**src/rtl/palette_loader.sv**
```systemverilog
// palette_loader: DMA engine that copies R,G,B palette entries from main
// memory into the 256-entry palette, one channel write per fetched byte.
// Software programs SRC / START_IDX / COUNT, then writes START to CMD.
module palette_loader #(
  parameter int DATA_WIDTH       = 8,
  parameter int ADDR_BUS_WIDTH   = 19,
  parameter int PIXEL_ADDR_WIDTH = 8,
  parameter logic [ADDR_BUS_WIDTH-1:0] CTRL_BASE = 19'h00408
) (
  input  logic                        cpu_clock,
  input  logic                        reset,
  input  logic [DATA_WIDTH-1:0]       data_bus,
  input  logic [ADDR_BUS_WIDTH-1:0]   addr_bus,
  input  logic                        data_wen,
  output logic                        mem_req,
  output logic [ADDR_BUS_WIDTH-1:0]   mem_addr,
  input  logic [DATA_WIDTH-1:0]       mem_rdata,
  input  logic                        mem_rvalid,
  output logic                        pal_wen,
  output logic [1:0]                  pal_chan,
  output logic [PIXEL_ADDR_WIDTH-1:0] pal_index,
  output logic [3:0]                  pal_data,
  output logic                        busy,
  output logic                        done
);

  // Remaining-entry counter is one bit wider so COUNT=0 can mean 256.
  localparam int CNT_W = PIXEL_ADDR_WIDTH + 1;

  localparam logic [ADDR_BUS_WIDTH-1:0] A_SRC0  = CTRL_BASE;
  localparam logic [ADDR_BUS_WIDTH-1:0] A_SRC1  = CTRL_BASE + ADDR_BUS_WIDTH'(1);
  localparam logic [ADDR_BUS_WIDTH-1:0] A_SRC2  = CTRL_BASE + ADDR_BUS_WIDTH'(2);
  localparam logic [ADDR_BUS_WIDTH-1:0] A_START = CTRL_BASE + ADDR_BUS_WIDTH'(3);
  localparam logic [ADDR_BUS_WIDTH-1:0] A_COUNT = CTRL_BASE + ADDR_BUS_WIDTH'(4);
  localparam logic [ADDR_BUS_WIDTH-1:0] A_CMD   = CTRL_BASE + ADDR_BUS_WIDTH'(5);

  typedef enum logic [1:0] {
    S_IDLE = 2'd0,
    S_REQ  = 2'd1,
    S_WAIT = 2'd2,
    S_WR   = 2'd3
  } state_t;

  state_t state_q, state_d;

  // Programmed (software-visible) registers.
  logic [ADDR_BUS_WIDTH-1:0]   src;
  logic [PIXEL_ADDR_WIDTH-1:0] start_idx;
  logic [PIXEL_ADDR_WIDTH-1:0] count;

  // Working copies used while a transfer runs.
  logic [ADDR_BUS_WIDTH-1:0]   addr;
  logic [PIXEL_ADDR_WIDTH-1:0] idx;
  logic [CNT_W-1:0]            remaining;
  logic [1:0]                  chan;

  logic idle;
  logic cfg_wen;
  logic cmd_hit;
  logic start_go;
  logic abort_go;
  logic last_write;
  logic [CNT_W-1:0] cnt_load;

  // Only the low nibble of each fetched byte is a colour value.
  logic unused_rdata;
  assign unused_rdata = ^mem_rdata[DATA_WIDTH-1:4];

  assign idle       = (state_q == S_IDLE);
  assign cfg_wen    = data_wen && idle;
  assign cmd_hit    = data_wen && (addr_bus == A_CMD);
  // ABORT takes priority over a START written in the same command.
  assign abort_go   = cmd_hit && data_bus[1];
  assign start_go   = cmd_hit && data_bus[0] && !data_bus[1] && idle;
  assign last_write = (chan == 2'd2) && (remaining == CNT_W'(1));
  assign cnt_load   = (count == '0) ? CNT_W'(1 << PIXEL_ADDR_WIDTH)
                                    : {1'b0, count};

  // Configuration registers; frozen while a transfer is in flight.
  always_ff @(posedge cpu_clock) begin
    if (reset) begin
      src       <= '0;
      start_idx <= '0;
      count     <= '0;
    end else if (cfg_wen) begin
      if (addr_bus == A_SRC0)  src[7:0]  <= data_bus[7:0];
      if (addr_bus == A_SRC1)  src[15:8] <= data_bus[7:0];
      if (addr_bus == A_SRC2)  src[ADDR_BUS_WIDTH-1:16] <= data_bus[ADDR_BUS_WIDTH-17:0];
      if (addr_bus == A_START) start_idx <= data_bus[PIXEL_ADDR_WIDTH-1:0];
      if (addr_bus == A_COUNT) count     <= data_bus[PIXEL_ADDR_WIDTH-1:0];
    end
  end

  // FSM state register.
  always_ff @(posedge cpu_clock) begin
    if (reset) state_q <= S_IDLE;
    else       state_q <= state_d;
  end

  // Next-state decode and combinational outputs.
  always_comb begin
    state_d  = state_q;
    mem_req  = 1'b0;
    mem_addr = addr;
    pal_wen  = 1'b0;
    busy     = !idle;
    unique case (state_q)
      S_IDLE: if (start_go) state_d = S_REQ;
      S_REQ: begin
        mem_req = 1'b1;
        state_d = S_WAIT;
      end
      S_WAIT: if (mem_rvalid) state_d = S_WR;
      S_WR: begin
        pal_wen = 1'b1;
        state_d = last_write ? S_IDLE : S_REQ;
      end
      default: state_d = S_IDLE;
    endcase
    if (abort_go) state_d = S_IDLE;
  end

  // Working address/index/channel/count, done flag and palette write port.
  always_ff @(posedge cpu_clock) begin
    if (reset) begin
      addr      <= '0;
      idx       <= '0;
      remaining <= '0;
      chan      <= '0;
      done      <= 1'b0;
      pal_chan  <= '0;
      pal_index <= '0;
      pal_data  <= '0;
    end else begin
      if (start_go) begin
        addr      <= src;
        idx       <= start_idx;
        remaining <= cnt_load;
        chan      <= 2'd0;
        done      <= 1'b0;
      end
      // Palette port fields are loaded only when a write is about to issue,
      // so they hold between pulses.
      if (state_q == S_WAIT && mem_rvalid && !abort_go) begin
        pal_chan  <= chan;
        pal_index <= idx;
        pal_data  <= mem_rdata[3:0];
      end
      if (state_q == S_WR && !abort_go) begin
        addr <= addr + ADDR_BUS_WIDTH'(1);
        if (chan != 2'd2) begin
          chan <= chan + 2'd1;
        end else begin
          chan      <= 2'd0;
          idx       <= idx + PIXEL_ADDR_WIDTH'(1);
          remaining <= remaining - CNT_W'(1);
          if (remaining == CNT_W'(1)) done <= 1'b1;
        end
      end
    end
  end

endmodule
```
**config.mk**
```make
export PLATFORM = sky130hd
export DESIGN_NAME = palette_loader
export DESIGN_NICKNAME = d
export VERILOG_FILES = /design/src/rtl/palette_loader.sv
export SDC_FILE = /design/constraint.sdc
export NUM_CORES = 1
export LEC_CHECK = 0
export BUFFER_PORTS_ARGS = -buffer_cell sky130_fd_sc_hd__buf_2
export CORE_MARGIN = 3
export CORE_UTILIZATION = 59
export CTS_BUF_LIST = sky130_fd_sc_hd__clkbuf_4 sky130_fd_sc_hd__clkbuf_8
export DETAILED_ROUTE_END_ITERATION = 7
export PLACE_DENSITY = 0.83
export SYNTH_ARGS = -nofsm -noshare
export SYNTH_HDL_FRONTEND = slang
export SYNTH_SLANG_ARGS = --single-unit
```
**constraint.sdc**
```tcl
create_clock -name cpu_clock -period 2.25 [get_ports cpu_clock]
set_clock_uncertainty 0.2 [all_clocks]
set_input_delay 0.3375 -clock cpu_clock [delete_from_list [all_inputs] [get_ports cpu_clock]]
set_output_delay 0.3375 -clock cpu_clock [all_outputs]
set_load 0.05 [all_outputs]
```
==> reports/metrics.cfg, run 1 <==
[routing]
routed-via-count=4469
drc=0
totalWireLength_um=12400
vias_per_cell=6.22
post_drt_wl_per_cell_um=17.2
first_pass_iters=5
drt_iter0_drc=263
ant_nets=0

[placement]
placed_area_mm2=0.00533
place_congestion=0.861
io_buffers=71
hpwlAfterDp_um=8760
dp_slack_ns=-0.133

[timing]
slew_headroom=0.691
worst_hold_slack_ns=0.0109
finalCritPeriodShare=0.948
grt_setup_unrepaired=no
hold_violations=0
finalMaxSlewViolations=0
worstMarginPinSlew_ns=0.459
fin_tns_setup_ns=0
fmax_mhz=469
min_period_ns=2.13
fin_ws_ns=0.117
setup_viol=0

[synthesis]
synth.avg_cell_area_um2=8.83
synth_edf_count=0
synth_cell_types=62
syn_inst=528
syn_area_mm2=0.00466
synth_nets=576
synthArstFlopShare=0
synth_flop_cell=dfxtp_1
ys_warn_count=0
ys_seq_area_frac=0.387
synth-seq-cells=90

[final_layout]
nets=663
fin_area_mm2=0.00556
final_common_cell=dfxtp_1
nFillCells=549
final_cell_mix=dfxtp_1, buf_2, nor2_1, nand3_1, mux2i_1
antennaDiodeCount=0
multiInputGateArea_mm2=0.00268
area_growth_pct=19.4
drive_gt1_frac=0.256
regArea_mm2=0.00181

[grt]
grt_pass1_wl_um=20000
gr-total-overflow=0
antenna_found_initial=0
grt_util_all_layers=0.281
grt_max_degree=76
grt_pass1_vias=4143

[critical_path]
path_class=reg -> reg
r2r_slack_ns=0.12
start_kind=flip-flop
regToRegEndpoint=mem_addr[12]$_SDFFE_PP0P_
crit_arrival_ns=2.18
reg2reg_from=state_q[1]$_SDFFE_PP0P_
critPathMaxFanout=9
cp.required_ns=2.30
crit_path_end_kind=flip-flop
r2r_cells=5

[job]
cap_violations=0

[pwr]
ir_worst_vdd_mv=0.347
power.total_w=0.00299
p_leak_nw=2.20
power.density_mw_per_mm2=538

[min_path]
whs_endpoint=pal_data[2]$_SDFFE_PP0P_
holdPathStages=3
hp-start=mem_rdata[2]
hold_class=in -> reg

[clock_tree]
clk_path_buf_depth=2
cts_max_level=3
worstSkewPairLatency_ns=0.35
cts_tree=done
cts_root_buf=clkbuf_8
clk_pin_slew_worst_paths_ns=0.10
numCtsBuffers=9
post_cts.repair.setup_buffers=0
cts.sinks=90

[floorplan]
die_h_um=94.9
start_util=0.626
rows=31
dieWidth_um=94.9
io_pins=76
die_area_mm2=0.00900
fp.coreArea_mm2=0.00745

[status]
outcome=finished clean

## flip-flops by register name, indices dropped and copies added (netlist names)
name	flops
pal_index	8
start_idx	8
pal_data	4
pal_chan	2
mem_addr	19
done	1
idx	8
count	8
state_q	2
remaining	9
src	19
chan	2
## logic make-up after synthesis
logic type               synth area share
AND/OR/NAND/NOR                     0.274
AO/OA/AOI/OAI                       0.176
buffers and inverters              0.0438
flip-flops                          0.387
adder cells (fa/ha/maj)            0.0242
multiplexers                       0.0923
XOR/XNOR                          0.00376
## how the worst max path moves through the flow
stage                     cells after the start                        end                startpoint
final                                         5  mem_addr[12]$_SDFFE_PP0P_   state_q[1]$_SDFFE_PP0P_
after global routing                          7        src[0]$_SDFFE_PP0P_   state_q[0]$_SDFFE_PP0P_
after floorplan                               5  mem_addr[18]$_SDFFE_PP0P_  mem_addr[2]$_SDFFE_PP0P_
after detailed placement                      8          idx[0]$_SDFF_PP0_              addr_bus[18]
after CTS                                     5  mem_addr[12]$_SDFFE_PP0P_   state_q[1]$_SDFFE_PP0P_
after global placement                        8          idx[0]$_SDFF_PP0_              addr_bus[18]
## worst max-delay path: stages, from the launching register on
cell and delay, ns:
dfxtp_1 0.43, ha_2 0.31, inv_1 0.18, o211ai_2 0.44, nor2_1 0.13, nor4_1 0.34
## routing by layer
layer / track usage / wire [µm]
met1: 0.358 / 5210
met2: 0.468 / 6100
met3: 0.0470 / 668
met4: 0.120 / 379
met5: 0 / 0
## power by group
| group | total (W) | switching (W) | internal [W] | leakage, nW |
|---|---|---|---|---|
| Combinational | 0.000249 | 0.000169 | 0.0000801 | 1.37 |
| Sequential | 0.00161 | 0.00000744 | 0.00160 | 0.728 |
| Clock | 0.00114 | 0.000601 | 0.000538 | 0.101 |
## area by class of cell
type                    count  share of cell area
inverters                   9             0.00607
flip-flops and latches     90               0.325
clock inverters             6              0.0130
well taps                  99              0.0223
repair buffers            108               0.127
clock buffers              10              0.0236
multi-input cells         397               0.482
## metrics by stage
| stage | util | cells |
|---|---|---|
| detailed placement | 0.716 | 703 |
| CTS | 0.743 | 719 |
| global placement | 0.716 | 703 |
| finish | 0.747 | 719 |
| floorplan | - | 528 |
| global route | 0.747 | 719 |
## cell usage after synthesis (6+ instances only)
cell type / n / area, µm²
a21oi_1: 19 / 95.1
a21o_1: 8 / 60.1
nor2_1: 64 / 240
o21ai_0: 29 / 145
nand4_1: 7 / 43.8
and2_1: 8 / 50.1
a211oi_1: 8 / 60.1
nand3_1: 44 / 220
dfxtp_1: 90 / 1800
buf_2: 10 / 50.1
nor4_1: 9 / 56.3
mux2i_1: 43 / 430
nand3b_1: 6 / 45.0
nand2b_1: 7 / 43.8
nand2_1: 34 / 128
inv_1: 9 / 33.8
buf_4: 6 / 45.0
ha_1: 9 / 113
clkbuf_1: 9 / 33.8
nor3_1: 7 / 35.0
a311oi_1: 8 / 70.1
a31oi_1: 20 / 125
## timing repair
action	in CTS	in global routing
hold buffers	0	0
resized for setup	0	5
setup endpoints to repair	0	27
(Power assumes the default switching activity.)
==> inputs of run 2 (changes only) <==
Settings changed: CELL_PAD_IN_SITES_DETAIL_PLACEMENT set to 1, CELL_PAD_IN_SITES_GLOBAL_PLACEMENT set to 1, CORE_UTILIZATION 59 to 44, PLACE_DENSITY 0.83 to not set, PLACE_DENSITY_LB_ADDON set to 0.1.
==> run 2 against run 1 <==
- clock power is essentially flat
- clock-buffer cell count is the same
- largest power group unchanged
- design area grew 1.7%
- setup slack gained 0.034 ns
- wire length grew 14%
- die area grew 32%
- sequential power is essentially flat
- combinational power grew 5%
- register-to-register slack gained 0.03 ns
- via count shrank 2.2%
==> reports/metrics.cfg, run 2 (same netlist as run 1, synthesis figures left out) <==
[status]
outcome=finished clean

[timing]
grt_setup_unrepaired=no
fmax_mhz=476  ; +1.6%
slew_headroom=0.704  ; +0.0128
min_period_ns=2.10  ; -0.0342 ns
worstMarginPinSlew_ns=0.440  ; -0.0184 ns
finalCritPeriodShare=0.933  ; -0.0152
setup_viol=0  ; unchanged
finalMaxSlewViolations=0  ; unchanged
hold_violations=0  ; unchanged

[pwr]
power.density_mw_per_mm2=536  ; -0.36%
power.total_w=0.00303  ; +1.4%
switching_share=0.262  ; +0.00207
p_int_w=0.00224  ; +1.1%
clockPowerShare=0.385  ; +0.005
ir_worst_vdd_mv=0.328  ; -5.6%
seqPwrFrac=0.529  ; -0.007
netSwitchingPower_w=0.000794  ; +2.2%
p_leak_nw=2.22  ; +0.90%
comb_power_share=0.086  ; +0.003

[final_layout]
nets=665  ; +0.30%
antennaDiodeCount=0  ; unchanged
final_cell_mix=dfxtp_1, buf_2, nor2_1, nand3_1, mux2i_1
final_common_cell=dfxtp_1
area_growth_pct=21.4
nFillCells=1227  ; +120%
utilization=0.563  ; -0.184
drive_gt1_frac=0.260  ; +0.00400

[routing]
met2_wirelength_um=7220  ; +18%
dr_wl_met3_um=322  ; -52%
first_pass_iters=4  ; -1
totalWireLength_um=14100  ; +14%
top_layer_used=met4
routed-via-count=4369  ; -2.2%
vias_per_cell=5.79  ; -6.9%
drt_iter0_drc=236  ; -10%
post_drt_wl_per_cell_um=18.7  ; +8.9%
drc=0  ; unchanged
met1_length_um=6380  ; +22%
ant_nets=0  ; unchanged

[grt]
grt_util_all_layers=0.248  ; -0.0330
grt_max_degree=76  ; unchanged
grt_pass1_wl_um=23400  ; +17%
antenna_found_initial=0  ; unchanged
gr-total-overflow=0  ; unchanged
grt_pass1_vias=4636  ; +12%

[critical_path]
crit_path_end_kind=flip-flop
reg2reg_from=mem_addr[7]$_SDFFE_PP0P_
path_class=reg -> reg
critPathMaxFanout=8  ; -1
start_kind=flip-flop
startpoint=mem_addr[7]$_SDFFE_PP0P_
cp.required_ns=2.33  ; +0.03 ns
crit_arrival_ns=2.18  ; about the same

[clock_tree]
cts_tree=done
cts_max_level=3  ; unchanged
clk_pin_slew_worst_paths_ns=0.10  ; about the same
ctsHoldBuffers=0  ; unchanged
cts.sinks=90  ; unchanged
worstSkewPairLatency_ns=0.35  ; about the same
numCtsBuffers=9  ; unchanged
cts_root_buf=clkbuf_8
clk_path_buf_depth=2  ; unchanged

[floorplan]
io_pins=76  ; unchanged
rows=36  ; +16%
die_h_um=109  ; +15%
fp.coreArea_mm2=0.0100  ; +35%
die_area_mm2=0.0119  ; +32%
start_util=0.464  ; -0.162
dieWidth_um=109  ; +15%

[placement]
hpwlAfterDp_um=10200  ; +16%
place_congestion=0.797  ; -7.4%
io_buffers=71  ; unchanged

[min_path]
hold_class=in -> reg
hp-start=mem_rdata[0]

[job]
cap_violations=0  ; unchanged

## run 2: through the flow
step	instances	setup WS (ns)	setup TNS [ns]	instance area [µm²]	hold slack, ns
3_3_place_gp	739	-0.0117	-0.0117	5400	0.268
5_1_grt	755	0.0102	0	5660	0.0354
4_1_cts	755	0.0355	0	5610	0.0102
2_1_floorplan	528	0.0337	0	4670	0.238
3_5_place_dp	739	-0.0762	-0.381	5400	0.270
6_report	755	0.151	0	5660	0.0178
## run 2: cell type report
cell class	count	area [µm²]	area share
Sequential cell	90	1810	0.320
Clock buffer	10	138	0.0243
Clock inverter	6	71.3	0.0126
Inverter	9	33.8	0.00597
Multi-Input combinational cell	397	2700	0.478
Timing Repair Buffer	110	736	0.130
Tap cell	133	166	0.0294
## run 2: worst paths after layout
path	depth (start not counted)	endpoint	slack, ns
setup / recovery	5	mem_addr[18]$_SDFFE_PP0P_	0.15
hold / removal	3	pal_data[0]$_SDFFE_PP0P_	0.02
setup reg to reg	5	mem_addr[18]$_SDFFE_PP0P_	0.15
hold reg to reg	2	mem_addr[4]$_SDFFE_PP0P_	0.27
## run 2: what timing repair did
item	in CTS	in global routing
endpoints found under the setup margin	1	50
gates resized for setup	1	7
buffers inserted	0	0
## run 2: per-layer routing
metal  global-route usage  vias up
met3               0.0361       15
met2                0.447       60
met4               0.0640        0
met1                0.308     2170
met5                    0        -
li1                     -     2124
## run 2: critical path, cell delays in order, from the launching register on
cell and delay [ns]:
dfxtp_2 0.42, nand3_1 0.24, nor4_4 0.47, nand4_1 0.16, or4_1 0.41, o211ai_1 0.12
## run 2: power groups by stage
stage | Clock, W | Combinational (W) | Sequential (W)
2_1_floorplan | 0 | 0.000154 | 0.00164
3_3_place_gp | 0 | 0.000241 | 0.00164
3_5_place_dp | 0 | 0.000251 | 0.00164
4_1_cts | 0.00119 | 0.000251 | 0.00160
5_1_grt | 0.00126 | 0.000287 | 0.00161
6_report | 0.00117 | 0.000262 | 0.00160
==> inputs of run 3 (changes only) <==
Settings changed: REMOVE_ABC_BUFFERS set to 1.
==> run 3 against run 2 <==
- sequential share of layout area is 0.71 points lower
- setup slack got worse by 0.0045 ns
- power increased by 4.4%
- sequential power about the same
- via count grew 2.7%
- final cell count rose by 1.5%
- wire length grew 3.6%
- hold slack better by 0.025 ns
- design area grew 1.8%
- critical endpoint is now src[14]$_SDFFE_PP0P_
- clock power increased by 10%
- highest routed layer unchanged
==> reports/metrics.cfg, run 3 (same netlist as run 1, synthesis figures left out) <==
[status]
outcome=finished clean

[placement]
place_congestion=0.815  ; +2.1%
placed_area_mm2=0.00544  ; +0.76%
hpwlAfterDp_um=10200  ; +0.21%
io_buffers=71  ; unchanged

[job]
cap_violations=0  ; unchanged

[pwr]
power.total_w=0.00317  ; +4.4%
ir_worst_vdd_mv=0.285  ; -13%
p_leak_nw=2.26  ; +1.9%
power.density_mw_per_mm2=550  ; +2.6%

[critical_path]
path_class=reg -> reg
crit_path_end_kind=flip-flop
crit_arrival_ns=2.15  ; -0.03 ns
path_cells=inv_1 > ha_2 > nand4b_2 > nor4_4 > buf_12 > mux2i_1 > nor2_1
critPathMaxFanout=8  ; unchanged
max_stage_delay_ns=0.35  ; -0.12 ns
critPathSlowestCell=dfxtp_1
start_kind=flip-flop
cp.required_ns=2.29  ; -0.04 ns

[grt]
grt_pass1_wl_um=23600  ; +0.68%
grt_util_all_layers=0.254  ; +0.00573
antenna_found_initial=0  ; unchanged
gr-total-overflow=0  ; unchanged
grt_pass1_vias=4587  ; -1.1%
grt_max_degree=65  ; -14%

[timing]
finalMaxSlewViolations=0  ; unchanged
finalCritPeriodShare=0.935  ; +0.00198
grt_setup_unrepaired=no
slew_headroom=0.674  ; -0.0304
worst_hold_slack_ns=0.0430  ; +0.0251 ns
fin_tns_setup_ns=0  ; unchanged
min_period_ns=2.10  ; +0.00445 ns
hold_violations=0  ; unchanged
worstMarginPinSlew_ns=0.485  ; +0.0445 ns
fmax_mhz=475  ; -0.21%
setup_viol=0  ; unchanged

[final_layout]
area_growth_pct=23.6
nets=676  ; +1.7%
final_common_cell=dfxtp_1
final_cell_mix=dfxtp_1, buf_2, nor2_1, nand3_1, mux2i_1
drive_gt1_frac=0.254  ; -0.00611
utilization=0.573  ; +0.00997
fin_area_mm2=0.00576  ; +1.8%
nFillCells=1216  ; -0.90%
antennaDiodeCount=0  ; unchanged

[clock_tree]
cts_tree=done
cts.sinks=90  ; unchanged
cts_max_level=3  ; unchanged
numCtsBuffers=9  ; unchanged
clk_pin_slew_worst_paths_ns=0.11  ; about the same
clk_path_buf_depth=2  ; unchanged
worstSkewPairLatency_ns=0.37  ; +0.02 ns
cts_root_buf=clkbuf_8

[routing]
ant_nets=0  ; unchanged
first_pass_iters=4  ; unchanged
routed-via-count=4486  ; +2.7%
post_drt_wl_per_cell_um=19.1  ; +2.1%
drc=0  ; unchanged
totalWireLength_um=14600  ; +3.6%
vias_per_cell=5.86  ; +1.2%
drt_iter0_drc=211  ; -11%

[floorplan]
rows=36  ; unchanged
start_util=0.464  ; unchanged
die_area_mm2=0.0119  ; unchanged
io_pins=76  ; unchanged
dieWidth_um=109  ; unchanged
fp.coreArea_mm2=0.0100  ; unchanged
die_h_um=109  ; unchanged

[min_path]
hold_class=in -> reg

## run 3: changes by cell type in the layout (fill, tap and decap cells not counted), moves of 3 or more
| cell | previous run | this run |
|---|---|---|
| dlygate4sd3_1 | 0 | 3 |
| buf_4 | 32 | 38 |
| dfxtp_2 | 7 | 0 |
| dfxtp_1 | 83 | 90 |
## run 3: what timing repair did
action                     CTS  global route
pin swaps                    0             0
buffers inserted             0             3
gates resized for setup      1             3
hold buffers                 3             0
hold endpoints to repair     3             0
setup endpoints to repair   12            36
cloned                       0             0
## run 3: worst paths after layout
check | startpoint | endpoint | slack (ns) | depth (start not counted)
worst max-delay path | state_q[0]$_SDFFE_PP0P_ | src[14]$_SDFFE_PP0P_ | 0.15 | 7
worst min-delay path | mem_rdata[2] | pal_data[2]$_SDFFE_PP0P_ | 0.04 | 3
worst min register to register | src[5]$_SDFFE_PP0P_ | mem_addr[5]$_SDFFE_PP0P_ | 0.30 | 2
worst max register to register | state_q[0]$_SDFFE_PP0P_ | src[14]$_SDFFE_PP0P_ | 0.15 | 7
## run 3: cell type report
cell class | instances | area, µm² | area share
Clock buffer | 10 | 131 | 0.0228
Clock inverter | 6 | 98.8 | 0.0172
Inverter | 9 | 33.8 | 0.00587
Multi-Input combinational cell | 397 | 2680 | 0.465
Sequential cell | 90 | 1800 | 0.313
Tap cell | 133 | 166 | 0.0289
Timing Repair Buffer | 121 | 851 | 0.148
## run 3: stage by stage
stage	instances	setup slack (ns)
2_1_floorplan	496	-0.529
3_3_place_gp	744	-0.0220
3_5_place_dp	744	-0.132
4_1_cts	763	0.00847
5_1_grt	766	0.000501
6_report	766	0.147
## run 3: layer usage
layer	track usage	part of all wire
met1	0.310	0.44
met2	0.459	0.52
met3	0.0337	0.024
met4	0.0784	0.015
met5	0	0
## run 3: worst max-delay path, delay by kind of cell (launching register included)
family / cells / cell delay (ns)
adder cells (fa/ha/maj): 1 / 0.28
buffers and inverters: 2 / 0.33
flip-flops: 1 / 0.35
multiplexers: 1 / 0.21
AND/OR/NAND/NOR: 3 / 0.60
## run 3: power by group
part,switching (W),internal [W]
Clock,0.000637,0.000656
Sequential,0.00000623,0.00160
Combinational,0.000181,0.0000895
